## src/rtl/ram_arb_4p.sv

```systemverilog
// ram_arb_4p: four-port arbiter/sequencer sharing one single-port RAM (round-robin by default).
// Define RAM_ARB_FIXED_PRIO_EN for fixed priority (port 0 highest) instead of round-robin.
module ram_arb_4p #(
  parameter int addr_size = 10,
  parameter int word_size = 8
) (
  input  logic                   clk,
  input  logic                   rst_n,
  input  logic [3:0]             req,
  input  logic [3:0]             wr,
  input  logic [4*addr_size-1:0] addr,
  input  logic [4*word_size-1:0] wdata,
  output logic [3:0]             ack,
  output logic [4*word_size-1:0] rdata,
  output logic                   ram_cs,
  output logic                   ram_wr,
  output logic [addr_size-1:0]   ram_addr,
  output logic [word_size-1:0]   ram_wdata,
  input  logic [word_size-1:0]   ram_rdata,
  output logic                   busy,
  output logic [1:0]             grant_id
);
  typedef enum logic {IDLE, ACCESS} state_t;
  state_t state_q, state_d;
  logic cs_q, cs_d, wr_q, wr_d, done, found;
  logic [addr_size-1:0] addr_q, addr_d;
  logic [word_size-1:0] wdata_q, wdata_d;
  logic [4*word_size-1:0] rdata_q, rdata_d;
  logic [3:0] ack_q, ack_d, mask, elig, rot;
  logic [1:0] gid_q, gid_d, base, off, win;
`ifdef RAM_ARB_FIXED_PRIO_EN
  assign base = 2'd0;
`else
  logic [1:0] ptr_q, ptr_d;
  assign base = ptr_q;
  assign ptr_d = found ? win + 2'd1 : ptr_q;
  always_ff @(posedge clk or negedge rst_n)
    if (!rst_n) ptr_q <= 2'd0;
    else ptr_q <= ptr_d;
`endif
  // The port completing at this edge is masked so it cannot win twice in a row.
  always_comb begin
    done = state_q == ACCESS;
    mask = done ? 4'b1 << gid_q : 4'b0;
    elig = req & ~mask;
    rot = 4'({elig, elig} >> base);
    found = |elig;
    off = rot[0] ? 2'd0 : rot[1] ? 2'd1 : rot[2] ? 2'd2 : 2'd3;
    win = base + off;
    state_d = found ? ACCESS : IDLE;
    cs_d = found;
    wr_d = found & wr[win];
    addr_d = found ? addr[win*addr_size +: addr_size] : addr_q;
    wdata_d = found ? wdata[win*word_size +: word_size] : wdata_q;
    gid_d = found ? win : 2'd0;
    ack_d = mask;
    rdata_d = rdata_q;
    if (done && !wr_q) rdata_d[gid_q*word_size +: word_size] = ram_rdata;
  end
  always_ff @(posedge clk or negedge rst_n)
    if (!rst_n) begin
      state_q <= IDLE;
      cs_q <= 1'b0;
      wr_q <= 1'b0;
      addr_q <= '0;
      wdata_q <= '0;
      rdata_q <= '0;
      ack_q <= '0;
      gid_q <= '0;
    end else begin
      state_q <= state_d;
      cs_q <= cs_d;
      wr_q <= wr_d;
      addr_q <= addr_d;
      wdata_q <= wdata_d;
      rdata_q <= rdata_d;
      ack_q <= ack_d;
      gid_q <= gid_d;
    end
  assign ack = ack_q;
  assign rdata = rdata_q;
  assign ram_cs = cs_q;
  assign ram_wr = wr_q;
  assign ram_addr = addr_q;
  assign ram_wdata = wdata_q;
  assign busy = cs_q;
  assign grant_id = gid_q;
endmodule

```

## config.mk

```make
export PLATFORM = sky130hd
export DESIGN_NAME = ram_arb_4p
export DESIGN_NICKNAME = d
export VERILOG_FILES = /design/src/rtl/ram_arb_4p.sv
export SDC_FILE = /design/constraint.sdc
export NUM_CORES = 1
export LEC_CHECK = 0
export ABC_AREA = 1
export ABC_CLOCK_PERIOD_IN_PS = 3620
export BUFFER_PORTS_ARGS = -buffer_cell sky130_fd_sc_hd__clkbuf_2
export CAP_MARGIN = 20
export CORE_MARGIN = 2
export CORE_UTILIZATION = 40
export DETAILED_ROUTE_END_ITERATION = 10
export GPL_TIMING_DRIVEN = 0
export HOLD_SLACK_MARGIN = 0.12
export PLACE_DENSITY_LB_ADDON = 0.2
export SYNTH_ARGS = -nofsm -noshare
export SYNTH_HDL_FRONTEND = slang
export SYNTH_SLANG_ARGS = --single-unit
```

## constraint.sdc

```tcl
create_clock -name clk -period 3.62 [get_ports clk]
set_clock_uncertainty 0.1 [all_clocks]
set_input_delay 0.181 -clock clk [delete_from_list [all_inputs] [get_ports clk]]
set_output_delay 0.181 -clock clk [all_outputs]
set_load 0.02 [all_outputs]
```

==> results of run 1 <==
[worst paths after layout]
| check | from | to | slack [ns] | depth (start not counted) |
|---|---|---|---|---|
| min in group asynchronous | rst_n | rdata[16] | 0.39 | 2 |
| setup / recovery | grant_id[0] | ram_wdata[6] | 0.33 | 17 |
| hold reg to reg | rdata[1] | rdata[1] | 0.38 | 2 |
| hold / removal | addr[4] | ram_addr[4] | 0.13 | 5 |
| setup reg to reg | grant_id[0] | ram_wdata[6] | 0.33 | 17 |
| max in group asynchronous | rst_n | grant_id[0] | 2.46 | 2 |
[layout make-up]
type	instances	area share, %
repair buffers	223	28.7
clock inverters	5	0.528
plain buffers	20	2.31
inverters	23	1.68
well taps	105	2.52
flip-flops and latches	60	28.8
clock buffers	11	2.71
multi-input cells	295	32.7
[tightest hold or removal path: stages]
cell	delay (ns)
clkbuf_2	0.07
mux2i_1	0.07
nand3_1	0.08
nand3_1	0.07
nand2_1	0.05
[flip-flops by register name, indices dropped and copies added (netlist names)]
register	cells
ack	4
base	2
busy	1
grant_id	2
ram_addr	10
ram_wdata	8
ram_wr	1
rdata	32
[per-stage QoR]
stage / TNS [ns] / instances / setup WS [ns] / area [µm²] / utilization, %
floorplan: 0 / 399 / 0.317 / 3420 / -
global placement: -0.118 / 652 / -0.0421 / 4290 / 51.9
detailed placement: -0.702 / 652 / -0.101 / 4290 / 52.0
CTS: 0 / 743 / 0.0275 / 5210 / 63.1
global route: 0 / 742 / 0.0279 / 5210 / 63.1
finish: 0 / 742 / 0.331 / 5210 / 63.1
[layer usage]
layer / vias up / GRT usage [%]
li1: 1793 / -
met1: 1727 / 28.7
met2: 187 / 39.3
met3: 25 / 6.36
met4: 0 / 9.98
met5: - / 0
[kinds of logic after synthesis]
family                   share of synthesized area [%]
multiplexers                                      10.8
adder cells (fa/ha/maj)                           1.83
AO/OA/AOI/OAI                                     5.20
buffers and inverters                             6.15
flip-flops                                        43.9
AND/OR/NAND/NOR                                   32.0
[timing repair]
action	in CTS	in global routing
endpoints found under the setup margin	9	9
resized for setup	1	1
hold buffers	75	0
endpoints found under the hold margin	95	0
[placed cells by master, fill, tap and decap left out]
cell type	count
clkinvlp_4	1
clkbuf_4	1
clkbuf_2	147
buf_4	3
nand2_1	107
buf_6	2
nand3_4	3
clkinv_2	5
nand3_1	67
nand3_2	14
nand4_1	1
mux2i_1	37
clkbuf_1	9
buf_8	1
o31ai_1	1
dfrtp_2	1
dfrtp_1	59
clkbuf_8	10
inv_1	22
nand2_4	3
dlygate4sd3_1	75
nand2_2	9
a21oi_1	1
nand2_8	1
nor2_1	13
ha_1	5
o21ai_0	33
buf_2	6
[power breakdown]
group	internal (mW)	total [mW]	switching (mW)
clock network	0.262	0.528	0.265
registers	1.01	1.21	0.203
logic	1.41	3.73	2.32
total	2.68	5.46	2.78
==> metrics, run 1 <==
status finished, final reports clean; Met2 Wirelength 5080 µm; crit share post-route 90.9%; Die ar. ~0.0093 mm²; fraction of layout cells with a size suffix above 1 roughly 32%; GR Overflow Total 0; Ys Warns 0; Async SR Flop Fraction 100%; Max stage delay on crit path 0.50 ns; clk slew on worst S/H paths about 0.070 ns; CP Class flip-flop to flip-flop; register area roughly 0.0015 mm²; most used cell, CP nand2_1; FMAX a little over 300 MHz; Max VDD drop 0.826 mV; min cycle time layout 3.29 ns; Pins Over Slew Limit 0; Site Rows 33; worst slew pin tran around 0.8 ns; initial antenna violation count 0; area share of the largest cell type after synthesis approximately 44%; distinct cell type count after synthesis 22; remaining antenna violation count 0; first-pass GRT wire length between 15000 and 20000 µm; CP Capture Type flip-flop; Mapped Nets just under 500; Skew-Pair Late Insertion Delay between 0.3 and 0.4 ns; via/cell ratio between 5 and 6; largest net degree at the start of global routing a little over 60; maximum fanout along the worst path 13; Worst setup SP type flip-flop; # DRC 0; routed wire length approximately 11000 µm; starting DRC count in detailed routing around 140; Largest delay share family, worst path buffers and inverters; global-route usage over all layers 23.6%; clk root buf clkbuf_8; # nets final 727; Via Count ~3.7k; Pre-antenna DRT Iters 5; Starting Density between 40% and 50%; # port buffers 148; Die H roughly 96 µm; total core area 0.00826 mm²; Post-CTS Setup Inserts 0; Synth Flop Type dfrtp_1; Data required, critical path approximately 3.7 ns; top-count cell post-synth nand2_1; final setup violation count 0; max-cap violations 0; vias in the first global route roughly 3.7k; worst min path class input port to flip-flop; commonest cells in the netlist nand2_1, nand3_1, dfrtp_1; register area share after synthesis around 44%; Clock Tree Buf Depth 2; CP max stage cell dfrtp_2; H-Tree Depth 3; routability congestion estimate 0.849; ranking of synthesized cells by area dfrtp_1, nand2_1, mux2i_1, nand3_1, o21ai_0; worst path cell trace clkinv_2, ha_1, nand2_2, nand2_2, nand2_1, nand2_1, inv_1, o21ai_0, o31ai_1, ha_1, clkbuf_1, buf_2, buf_2, mux2i_1, nand3_2, nand3_2, nand2_1; cells after synthesis roughly 400; CP Data Arrival Time 3.41 ns; max_slew headroom between 40% and 50%; IO Pins about 150; M1 wire length approximately 4500 µm; cell taking the most area after synthesis dfrtp_1; number of synthesized flops with an enable pin 0; Mean Syn Cell Area between 8 and 9 µm²; wire per inst around 14 µm; CTS buffer count 9; Total Power around 5.5 mW; CTS tree built; Num Clock Sinks 60; Multi-input gate area 0.00171 mm²; Area Overhead vs Synth 52.5%; highest metal layer with signal wires met4; crit path buf inv count 5; RSZ-0062 raised after global routing false; pwr dens around 1000 mW/mm²; fillcell total between 700 and 800; Hold Violations, Final 0; Antenna Cells 0; synthesized flop and latch total 60; Routed met3 length between 900 and 1000 µm; Die W ~96 µm; Syn Std Cell Area roughly 0.0034 mm²; Static Leak 2.94 nW; DP Wirelength between 6000 and 7000 µm; Min Hold Slack between 0.1 and 0.15 ns
No activity file was read; power rests on OpenSTA's default activity.
==> inputs of run 2 (changes only) <==
--- a/config.mk
+++ b/config.mk
@@ -6,7 +6,7 @@
 export NUM_CORES = 1
 export LEC_CHECK = 0
 export ABC_AREA = 1
-export ABC_CLOCK_PERIOD_IN_PS = 3620
+export ABC_CLOCK_PERIOD_IN_PS = 3100
 export BUFFER_PORTS_ARGS = -buffer_cell sky130_fd_sc_hd__clkbuf_2
 export CAP_MARGIN = 20
 export CORE_MARGIN = 2
==> constraint.sdc (replaced) <==
create_clock -name clk -period 3.1 [get_ports clk]
set_clock_uncertainty 0.1 [all_clocks]
set_input_delay 0.155 -clock clk [delete_from_list [all_inputs] [get_ports clk]]
set_output_delay 0.155 -clock clk [all_outputs]
set_load 0.02 [all_outputs]
==> run 2 against run 1 <==
Sequential power grew 15%. Flip-flop and latch count unchanged. Fmax rose by 16%. Highest routed layer unchanged. Largest cell class is now non-clock buffers. Die area unchanged. Combinational power rose by 23%. Via count rose by 0.86%. Sequential share of layout area down 0.83 points. Clock power up 20%. Hold slack better by 0.11 ns. Non-clock buffer count is 10 higher.
==> metrics, run 2 (synthesis results as in run 1) <==
status finished, final reports clean; Clock power frac a little under a tenth; CP Capture Type flip-flop; Antenna Cells 0; routability congestion estimate ~0.9; most frequent cells in the layout clkbuf_2, nand2_1, dlygate4sd3_1; Clock Tree Buf Depth 2; Die W approximately 96 µm; min cycle time layout about 2.8 ns; Via Count 3764; wire per inst ~15 µm; combinational power share between 60 and 70%; remaining antenna violation count 0; vias in the first global route about 3.8k; worst slew pin tran about 0.8 ns; starting DRC count in detailed routing roughly 130; # nets final ~740; routed wire length 11200 µm; dpl ws -0.201 ns; CP Data Arrival Time roughly 3.0 ns; Area Overhead vs Synth 57.0%; IO Pins between 100 and 150; global-route usage over all layers between 20 and 25%; fraction of layout cells with a size suffix above 1 between 30 and 40%; crit share post-route between 90% and 100%; commonest non-fill, non-tap cell in the layout clkbuf_2; final setup margin roughly 0.27 ns; Max VDD drop about 0.84 mV; via/cell ratio roughly 5.0; Seq pwr share 21.1%; max FFs per register 32; maximum fanout along the worst path 19; clk slew on worst S/H paths approximately 0.07 ns; CTS buffer count 9; # port buffers 148; FMAX 353 MHz; pwr dens about 1200 mW/mm²; internal power ~3.3 mW; Site Rows 33; first-pass GRT wire length between 15000 and 20000 µm; Pre-antenna DRT Iters 4; DP Wirelength roughly 6800 µm; worst min path class input port to flip-flop; Skew-Pair Late Insertion Delay between 0.3 and 0.4 ns; Static Leak between 2 and 3 nW; Num Clock Sinks 60; Die ar. between 0.009 and 0.01 mm²; NetSw about 3.3 mW; Die H approximately 96 µm; RSZ-0062 raised after global routing false; Fin Setup TNS 0 ns; max-cap violations 0; CP Class flip-flop to flip-flop; largest net degree at the start of global routing 61; initial antenna violation count 0; Pins Over Slew Limit 0; max_slew headroom 45.9%; GR Overflow Total 0; Sw Ratio between 40% and 50%; Hold Violations, Final 0; Total Power 6.60 mW; Data required, critical path approximately 3.2 ns; # DRC 0; final setup violation count 0; Starting Density between 40% and 50%; Worst setup SP type flip-flop; clk root buf clkbuf_8; H-Tree Depth 3; CTS tree built; total core area between 0.008 and 0.009 mm²
run 2: cell count changes in the layout (fill, tap and decap cells not counted), moves of 2 or more:
| cell | before | now |
|---|---|---|
| dlygate4sd3_1 | 75 | 85 |
| buf_2 | 6 | 2 |
| buf_6 | 2 | 5 |
| clkinv_2 | 5 | 2 |
| clkbuf_1 | 9 | 7 |
| ha_1 | 5 | 3 |
| ha_2 | 0 | 2 |
run 2: through the flow:
stage | hold WS, ns | util (%) | instances | cell area, µm²
floorplan | -0.241 | - | 399 | 3420
global placement | 0.350 | 52.0 | 652 | 4290
detailed placement | 0.224 | 52.0 | 652 | 4300
CTS | 0.225 | 64.4 | 751 | 5320
global route | 0.285 | 65.0 | 751 | 5370
finish | 0.242 | 65.0 | 751 | 5370
run 2: final timing paths:
check | slack (ns) | cells past startpoint | from | end
worst max-delay path | 0.27 | 16 | grant_id[0] | ram_addr[7]
worst min-delay path | 0.24 | 5 | req[1] | base[1]
worst max register to register | 0.27 | 16 | grant_id[0] | ram_addr[7]
worst min register to register | 0.38 | 2 | ram_addr[1] | ram_addr[1]
max in group asynchronous | 1.93 | 2 | rst_n | grant_id[0]
min in group asynchronous | 0.38 | 2 | rst_n | ack[2]
run 2: final cells by class:
cell class	count	area [µm²]
fill	719	2890
timing repair buffer	234	1600
clock buffer	11	151
buffer	19	150
clock inverter	4	25.0
inverter	23	88.8
sequential	60	1500
multi-input combinational	295	1710
tap	105	131
run 2: timing repair:
action                                  4_1_cts  5_1_grt
hold endpoints to repair                    101        0
endpoints found under the setup margin       10       23
pin swaps                                     0        1
hold buffers                                 85        0
buffers inserted                              0        1
gates resized for setup                       2       16
run 2: metal layers:
metal  vias to the layer above  wire length [µm]  share of wire [%]  global-route usage, %
met5                         -                 0                  0                      0
met4                         0               204                1.8                   7.98
met3                        22              1030                9.1                   6.83
met2                       216              5320                 47                   41.3
met1                      1718              4680                 42                   31.7
li1                       1808                 -                  -                      -
run 2: power by group through the flow:
stage               sequential, mW  combinational, mW  clock, mW
CTS                           1.39               4.35      0.646
global placement              1.39               4.18          0
detailed placement            1.40               4.29          0
global route                  1.43               5.04      0.683
floorplan                     1.79               2.84          0
finish                        1.39               4.57      0.632
run 2: worst max-delay path: stages, from the launching register on:
cell      delay, ns
dfrtp_2        0.44
clkbuf_4       0.20
inv_4          0.12
ha_2           0.21
nand2_2        0.08
nand2_2        0.09
nand2_1        0.07
nand2_1        0.07
inv_1          0.03
o21ai_0        0.15
o31ai_1        0.09
ha_2           0.38
buf_12         0.20
mux2i_1        0.24
nand3_1        0.12
nand3_1        0.09
nand2_1        0.05
==> inputs of run 3 (changes only) <==
--- a/config.mk
+++ b/config.mk
@@ -14,7 +14,7 @@
 export DETAILED_ROUTE_END_ITERATION = 10
 export GPL_TIMING_DRIVEN = 0
 export HOLD_SLACK_MARGIN = 0.12
-export PLACE_DENSITY_LB_ADDON = 0.2
+export PLACE_DENSITY = 0.67
 export SYNTH_ARGS = -nofsm -noshare
 export SYNTH_HDL_FRONTEND = slang
 export SYNTH_SLANG_ARGS = --single-unit
==> run 3 against run 2 <==
Hold slack lost 0.016 ns. Utilization grew 0.36 points. Clock power grew 17%. Fmax shrank 1.2%. Critical endpoint is now ram_addr[4].
==> metrics, run 3 (synthesis results as in run 1) <==
largest net degree at the start of global routing 61; WHS Endpoint base[1]; most used cell, CP nand2_1; Hold Violations, Final 0; dpl ws -0.178 ns; CTS buffer count 9; IO Pins between 100 and 150; routability congestion estimate 0.886; via/cell ratio roughly 5.2; Clock Tree Buf Depth 2; initial antenna violation count 0; worst slew pin tran 0.825 ns; CP Data Arrival Time between 2 and 3 ns; Antenna Cells 0; routed wire length between 10000 and 15000 µm; starting DRC count in detailed routing 210; Max VDD drop 0.899 mV; wire per inst between 15 and 20 µm; RR Startpoint grant_id[0]; Finished Layout Cells around 750; met1 Use GR 34.0%; Die H approximately 96 µm; remaining antenna violation count 0; max FFs per register 32; RSZ-0062 raised after global routing false; reg2reg end ram_addr[4]; CTS tree built; Skew-Pair Late Insertion Delay 0.34 ns; # DRC 0; worst min path class input port to flip-flop; max_slew headroom approximately 45%; met2 Track Usage GR 42.0%; final setup margin about 0.24 ns; Die W about 96 µm; status finished, final reports clean; worst path cell trace clkbuf_4, inv_4, ha_1, nand2_2, nand2_2, nand2_1, nand2_1, inv_1, o21ai_1, o31ai_1, ha_2, buf_12, mux2i_1, nand3_2, nand3_1, nand2_1; DP Cell Count ~650; Min Hold Slack roughly 0.23 ns; clk root buf clkbuf_8; Die ar. roughly 0.0093 mm²; Static Leak 3.02 nW; Worst setup SP type flip-flop; Via Count 3934; DP Wirelength slightly below 7000 µm; Max stage delay on crit path between 0.4 and 0.5 ns; global-route usage over all layers a little over a quarter; Pre-antenna DRT Iters 5; total core area 0.00826 mm²; maximum fanout along the worst path 19; CP max stage cell dfrtp_1; Site Rows 33; Data required, critical path 3.23 ns; CP Capture Type flip-flop; R2R Setup Slk 0.24 ns; GR Overflow Total 0; Fin Setup TNS 0 ns; R2R cell count 16; # nets final approximately 740; pwr dens approximately 1300 mW/mm²; hold path start req[1]; layer with the highest usage met2; Total Power 6.83 mW; Pins Over Slew Limit 0; clk slew on worst S/H paths 0.07 ns; most frequent cells in the layout clkbuf_2, nand2_1, dlygate4sd3_1; fraction of layout cells with a size suffix above 1 around a third; CP Class flip-flop to flip-flop; vias in the first global route between 3k and 4k; commonest non-fill, non-tap cell in the layout clkbuf_2; FMAX between 300 and 400 MHz; H-Tree Depth 3; Num Clock Sinks 60; first-pass GRT wire length 18800 µm; crit share post-route 92.4%; Hold Path Depth 5; met3 GRT Util 7.84%; final setup violation count 0; Starting Density 41.4%; min cycle time layout 2.86 ns; Area Overhead vs Synth 57.9%; # port buffers between 100 and 150; max-cap violations 0
## run 3: how the worst max path moves through the flow
stage / startpoint / endpoint / slack [ns]
floorplan: grant_id[0] / ram_addr[0] / 0.1
global placement: grant_id[0] / ram_addr[3] / -0.12
detailed placement: grant_id[0] / ram_addr[2] / -0.18
CTS: grant_id[0] / ram_addr[3] / 0.01
global route: grant_id[0] / ram_addr[4] / 0.007
finish: grant_id[0] / ram_addr[4] / 0.24
## run 3: per-stage QoR
step           util, %  instance area, µm²
3_5_place_dp      52.0                4300
4_1_cts           64.8                5350
6_report          65.3                5400
5_1_grt           65.3                5400
3_3_place_gp      52.0                4290
2_1_floorplan        -                3420
## run 3: critical path, delay by kind of cell, from the launching register on
family	cells	cell delay, ns
fa+ha+maj	2	0.60
mux	1	0.27
compound gates	2	0.22
buf+inv	4	0.55
flops	1	0.41
simple gates	7	0.59
## run 3: cell type report
| class | count | area, µm² |
|---|---|---|
| Buffer | 19 | 150 |
| Clock buffer | 14 | 173 |
| Clock inverter | 1 | 30.0 |
| Fill cell | 672 | 2860 |
| Inverter | 23 | 88.8 |
| Multi-Input combinational cell | 295 | 1710 |
| Sequential cell | 60 | 1500 |
| Tap cell | 105 | 131 |
| Timing Repair Buffer | 235 | 1610 |
## run 3: report_power, final
group	switching [mW]	total (mW)	internal, mW
registers	0.222	1.40	1.17
clock network	0.305	0.739	0.434
logic	2.88	4.70	1.82
## run 3: metal layers
| metal | vias to the layer above | routed length (µm) |
|---|---|---|
| met5 | - | 0 |
| met4 | 0 | 314 |
| met3 | 34 | 1300 |
| met2 | 271 | 5450 |
| met1 | 1812 | 4890 |
| li1 | 1817 | - |
## run 3: what timing repair did
item | 4_1_cts | 5_1_grt
pin swaps | 0 | 2
gates resized for setup | 2 | 15
setup endpoints to repair | 9 | 23
hold endpoints to repair | 107 | 0
buffers inserted | 0 | 2
gates cloned | 0 | 0
hold buffers | 85 | 0
